[config.mk]
export PLATFORM = sky130hd
export DESIGN_NAME = dot_product_stream_flat
export DESIGN_NICKNAME = d
export VERILOG_FILES = /design/src/rtl/dot_product_pkg.sv /design/src/rtl/dot_product_stream_if.sv /design/src/rtl/dp_mac.sv /design/src/rtl/dot_product_stream.sv /design/src/flat_wrapper.sv
export SDC_FILE = /design/constraint.sdc
export NUM_CORES = 1
export LEC_CHECK = 0
export BUFFER_PORTS_ARGS = -buffer_cell sky130_fd_sc_hd__buf_2
export CORE_UTILIZATION = 56
export DETAILED_ROUTE_END_ITERATION = 16
export GPL_ROUTABILITY_DRIVEN = 0
export PLACE_DENSITY = 0.74
export SYNTH_ARGS = -nofsm -noshare
export SYNTH_HDL_FRONTEND = slang
export SYNTH_SLANG_ARGS = --single-unit
[constraint.sdc]
create_clock -name clk -period 6.1 [get_ports clk]
set_input_delay 0.61 -clock clk [delete_from_list [all_inputs] [get_ports clk]]
set_output_delay 0.61 -clock clk [all_outputs]
set_load 0.05 [all_outputs]
[src/rtl/dot_product_pkg.sv]
// Shared types and helpers for the streaming dot-product unit.
package dot_product_pkg;

  localparam int unsigned LEN_MAX = 64;

  typedef enum logic {
    LOAD_A,
    LOAD_B
  } state_e;

  // Worst-case sum of LEN full-scale products fits without wrap in this width.
  function automatic int unsigned out_width(int unsigned width, int unsigned len);
    return 2 * width + $clog2(len);
  endfunction

endpackage

[src/rtl/dot_product_stream_if.sv]
// Word-serial input and scalar result bundle for dot_product_stream.
interface dot_product_stream_if
  import dot_product_pkg::*;
#(
  parameter int unsigned WIDTH = 8,
  parameter int unsigned LEN   = 3
);
  localparam int unsigned OUT_W = out_width(WIDTH, LEN);

  logic [WIDTH-1:0] din;
  logic             din_valid;
  logic             clear;
  logic [OUT_W-1:0] dout;
  logic             run;
  logic             phase_b;

  modport master (
    output din, din_valid, clear,
    input  dout, run, phase_b
  );

  modport slave (
    input  din, din_valid, clear,
    output dout, run, phase_b
  );

endinterface

[src/rtl/dp_mac.sv]
// Combinational multiply-accumulate: sum = acc + a*b.
// DOT_PRODUCT_SIGNED_EN selects two's-complement operands.
module dp_mac #(
  parameter int unsigned WIDTH = 8,
  parameter int unsigned OUT_W = 18
) (
  input  logic [OUT_W-1:0] acc_i,
  input  logic [WIDTH-1:0] a_i,
  input  logic [WIDTH-1:0] b_i,
  output logic [OUT_W-1:0] sum_o
);

`ifdef DOT_PRODUCT_SIGNED_EN
  logic signed [2*WIDTH-1:0] prod;
  assign prod  = (2*WIDTH)'($signed(a_i)) * (2*WIDTH)'($signed(b_i));
  // The size cast of a signed product sign-extends into the accumulator width.
  assign sum_o = acc_i + OUT_W'(prod);
`else
  logic [2*WIDTH-1:0] prod;
  assign prod  = (2*WIDTH)'(a_i) * (2*WIDTH)'(b_i);
  assign sum_o = acc_i + OUT_W'(prod);
`endif

endmodule

[src/rtl/dot_product_stream.sv]
// Streaming dot product: LEN "a" words, then LEN "b" words, one-cycle run pulse on completion.
// Build with DOT_PRODUCT_SIGNED_EN for two's-complement arithmetic.
module dot_product_stream
  import dot_product_pkg::*;
#(
  parameter int unsigned WIDTH = 8,
  parameter int unsigned LEN   = 3
) (
  input logic                 clk,
  input logic                 reset,
  dot_product_stream_if.slave bus
);

  localparam int unsigned      OUT_W    = out_width(WIDTH, LEN);
  localparam int unsigned      IDX_W    = (LEN > 1) ? $clog2(LEN) : 1;
  localparam logic [IDX_W-1:0] IDX_LAST = IDX_W'(LEN - 1);

  if (LEN < 1 || LEN > LEN_MAX) begin : g_len_check
    $error("dot_product_stream: LEN out of range");
  end

  state_e           state_q, state_d;
  logic [IDX_W-1:0] idx_q, idx_d;
  logic [OUT_W-1:0] acc_q, acc_d;
  logic [OUT_W-1:0] dout_q, dout_d;
  logic [OUT_W-1:0] mac_sum;
  logic             run_q, run_d;
  logic             a_we;
  logic             last;
  logic [WIDTH-1:0] a_q [LEN];

  assign last = (idx_q == IDX_LAST);

  dp_mac #(
    .WIDTH (WIDTH),
    .OUT_W (OUT_W)
  ) u_mac (
    .acc_i (acc_q),
    .a_i   (a_q[idx_q]),
    .b_i   (bus.din),
    .sum_o (mac_sum)
  );

  always_ff @(posedge clk or posedge reset) begin
    if (reset) begin
      state_q <= LOAD_A;
    end else begin
      state_q <= state_d;
    end
  end

  // clear takes priority over a simultaneous beat, which is dropped.
  always_comb begin
    state_d = state_q;
    idx_d   = idx_q;
    acc_d   = acc_q;
    dout_d  = dout_q;
    run_d   = 1'b0;
    a_we    = 1'b0;
    if (bus.clear) begin
      state_d = LOAD_A;
      idx_d   = '0;
      acc_d   = '0;
    end else if (bus.din_valid) begin
      unique case (state_q)
        LOAD_A: begin
          a_we = 1'b1;
          if (last) begin
            idx_d   = '0;
            state_d = LOAD_B;
          end else begin
            idx_d = idx_q + 1'b1;
          end
        end
        LOAD_B: begin
          if (last) begin
            dout_d  = mac_sum;
            run_d   = 1'b1;
            acc_d   = '0;
            idx_d   = '0;
            state_d = LOAD_A;
          end else begin
            acc_d = mac_sum;
            idx_d = idx_q + 1'b1;
          end
        end
        default: state_d = LOAD_A;
      endcase
    end
  end

  always_comb begin
    bus.phase_b = (state_q == LOAD_B);
    bus.run     = run_q;
    bus.dout    = dout_q;
  end

  always_ff @(posedge clk or posedge reset) begin
    if (reset) begin
      idx_q  <= '0;
      acc_q  <= '0;
      dout_q <= '0;
      run_q  <= 1'b0;
      for (int i = 0; i < LEN; i++) begin
        a_q[i] <= '0;
      end
    end else begin
      idx_q  <= idx_d;
      acc_q  <= acc_d;
      dout_q <= dout_d;
      run_q  <= run_d;
      if (a_we) begin
        a_q[idx_q] <= bus.din;
      end
    end
  end

endmodule

[src/flat_wrapper.sv]
// flat-port wrapper written by rule: the top's interface ports become plain ports
module dot_product_stream_flat import dot_product_pkg::*;
#(
  parameter int unsigned WIDTH = 8,
  parameter int unsigned LEN   = 3
)
  (clk, reset, bus_din, bus_din_valid, bus_clear, bus_dout, bus_run, bus_phase_b);
  dot_product_stream_if #(.WIDTH(WIDTH), .LEN(LEN)) bus_i ();
  input logic clk;
  input logic reset;
  input wire logic [$bits(bus_i.din)-1:0] bus_din;
  input wire logic [$bits(bus_i.din_valid)-1:0] bus_din_valid;
  input wire logic [$bits(bus_i.clear)-1:0] bus_clear;
  output wire logic [$bits(bus_i.dout)-1:0] bus_dout;
  output wire logic [$bits(bus_i.run)-1:0] bus_run;
  output wire logic [$bits(bus_i.phase_b)-1:0] bus_phase_b;
  assign bus_i.din = bus_din;
  assign bus_i.din_valid = bus_din_valid;
  assign bus_i.clear = bus_clear;
  assign bus_dout = bus_i.dout;
  assign bus_run = bus_i.run;
  assign bus_phase_b = bus_i.phase_b;
  dot_product_stream #(.WIDTH(WIDTH), .LEN(LEN)) u_core (.clk(clk), .reset(reset), .bus(bus_i));
endmodule
==> results.ini <==
[power]
power-per-cell-area_nw_per_um2 = 469
max-vdd-ir-drop_uv = 289
leakage_uw = 0.00316

[worst_setup_path]
required_ps = 6340
critical_path_class = reg -> reg
crit_path_end_kind = flop
r2r_cells = 18
arrival_ps = 5880
path_max_fanout = 12
cp-start-kind = flop

[sta]
min_period_ps = 5640
finClkSkew_ps = 11.7
hold_viol_final = 0
drv_slew = 0
slew_headroom_pct = 44.5
fin_crit_sh_pct = 92.5
setup_viol = 0
setup-tns-final_ps = 0
layout_setup_ws_ps = 458
fmax_mhz = 177
worst_slew_pin_slew_ps = 833
rsz0062_at_grt = no

[placed_design]
dp_slack_ps = 346
io_buffers = 31
hpwl_um = 8720

[die]
core_area_um2 = 9330
ios = 32
start_util_pct = 58.4
die-area_um2 = 10100
die_h_um = 101
dieWidth_um = 101
rows = 35

[synthesis]
synthSimpleGateAreaFrac_pct = 13.7
yosys-top-cells-area = dfrtp_1 29%, fa_1 18%, ha_1 9.4%, inv_1 7.0%, mux2_2 5.8%
synth-seq-cells = 64
synth.net_count = 666
synth.largest_area_cell = dfrtp_1
synth_top_family_by_area = adder cells
ys_seq_area_share_pct = 29.4
synth_top_area_share_pct = 29.4
yosys_warnings = 0
syn_area_um2 = 5440
synth_compound_area_share_pct = 9.82
syn-instance-count = 563
async_flop_share_pct = 100
ys_top_cells_by_count = 101 x inv_1, 72 x nand2_1, 64 x dfrtp_1, 50 x fa_1, 41 x ha_1
yosysMostFrequentCell = inv_1
synth-edff-count = 0
synthMuxAreaShare_pct = 8.64
synth_adder_area_share_pct = 27.8
synth_xor_area_share_pct = 1.77
ys_types = 47
synth_area_per_cell_um2 = 9.67
synth_top_flop_cell = dfrtp_1

[detailed_routing]
antenna_left = 0
first_pass_iters = 5
drt_wl_total_um = 11700
routed_via_density = 5.60
vias = 4030
drt_iter0_markers = 155
wl_per_cell_um = 16.2
drc_errors = 0

[layout]
fin_nets = 689
area_delta_synth_final_pct = 9.22
antenna_cells = 0
fin_util_pct = 63.7
drive_above_1_share_pct = 15.4

[clock_tree]
clock_latency_ps = 350
hold_buffers = 0
post_cts_resized = 0
path_clk_slew_ps = 80
ctsHtreeMaxLevel = 3
cts_tree = yes
numCtsBuffers = 9
clock_sinks = 64
postCtsSetupBuffers = 0
cts_buffer_depth = 2
root_buffer = clkbuf_8

[flow_run]
maxCapViolations = 0

[global_routing]
grt_pass1_wl_um = 20100
grt_pass1_vias = 4256
grt-ovfl-total = 0
grt.total_usage_pct = 26.1
grt_max_degree = 65
grt_antenna_before_repair = 0

[outcome]
outcome = finished, final reports clean

[hold_path]
hold_class = in -> async

state kept, by name (all words and copies together), names as in the netlist:
signal              count
u_core.bus.run          1
u_core.a_q             24
u_core.idx_q            2
u_core.bus.phase_b      1
u_core.bus.dout        18
u_core.acc_q           18
layout make-up:
type | count | area [µm²]
fillers | 794 | 3380
clock buffers | 9 | 124
multi-input cells | 374 | 3360
well taps | 129 | 161
inverters | 102 | 383
clock inverters | 7 | 125
flip-flops and latches | 64 | 1600
repair buffers | 35 | 185
cell families after synthesis:
| group | count (synthesis) |
|---|---|
| AO/OA/AOI/OAI | 75 |
| XOR/XNOR | 11 |
| adder cells (fa/ha/maj) | 91 |
| buffers and inverters | 125 |
| flip-flops | 64 |
| multiplexers | 43 |
| AND/OR/NAND/NOR | 154 |
worst max-delay path: stages (launching register included):
cell	delay, ps
dfrtp_1	560
nor2b_2	420
nand2_1	120
o21ai_1	350
nand2_1	170
fa_1	560
inv_1	50
fa_1	510
inv_1	50
fa_1	470
fa_1	550
inv_1	50
ha_1	400
a21o_1	220
a21oi_1	250
a21oi_1	100
o21ai_0	260
nand3_1	170
a32o_1	270
metal layers:
| layer | track usage (%) | wire, µm |
|---|---|---|
| met3 | 4.30 | 533 |
| met2 | 45.9 | 5940 |
| met1 | 33.0 | 4930 |
| met5 | 0 | 0 |
| met4 | 8.47 | 269 |
path summary, 6_finish.rpt:
kind / from / end / slack [ps]
max: u_core.idx_q[0] / u_core.acc_q[14] / 460
min: reset / u_core.bus.dout[3] / 470
max reg2reg: u_core.idx_q[0] / u_core.acc_q[14] / 460
min reg2reg: u_core.bus.dout[7] / u_core.bus.dout[7] / 470
max in group asynchronous: reset / u_core.a_q[12] / 5040
min in group clk: u_core.bus.dout[7] / u_core.bus.dout[7] / 470
per-stage QoR:
step                cells  hold slack (ps)  power, µW  instance area (µm²)
CTS                   720              479       2810                 5940
global placement      704              455       2260                 5690
finish                720              473       2790                 5940
detailed placement    704              458       2310                 5690
floorplan             563              450       1950                 5440
global route          720              506       3090                 5940
layout by cell type (no fill, tap or decap), types with 3 or more instances in the layout:
master	count
o21ai_0	8
a22o_1	12
mux2_2	28
bufinv_16	3
nor2_1	9
nand3_1	8
inv_6	3
o21ai_1	7
and3_1	7
a21oi_1	17
xnor2_1	9
mux2i_1	14
and2_1	36
nand4_1	6
a21o_1	8
inv_1	100
buf_4	4
nand2_1	72
or3_1	3
ha_1	41
buf_2	31
nor3_1	7
fa_1	50
dfrtp_1	64
clkbuf_8	9
report_power, final:
part           internal [µW]  switching [µW]
Sequential               479            34.6
Clock                    277             196
Combinational            718            1080
Total                   1470            1320
Power figures use the tool's default switching activity.
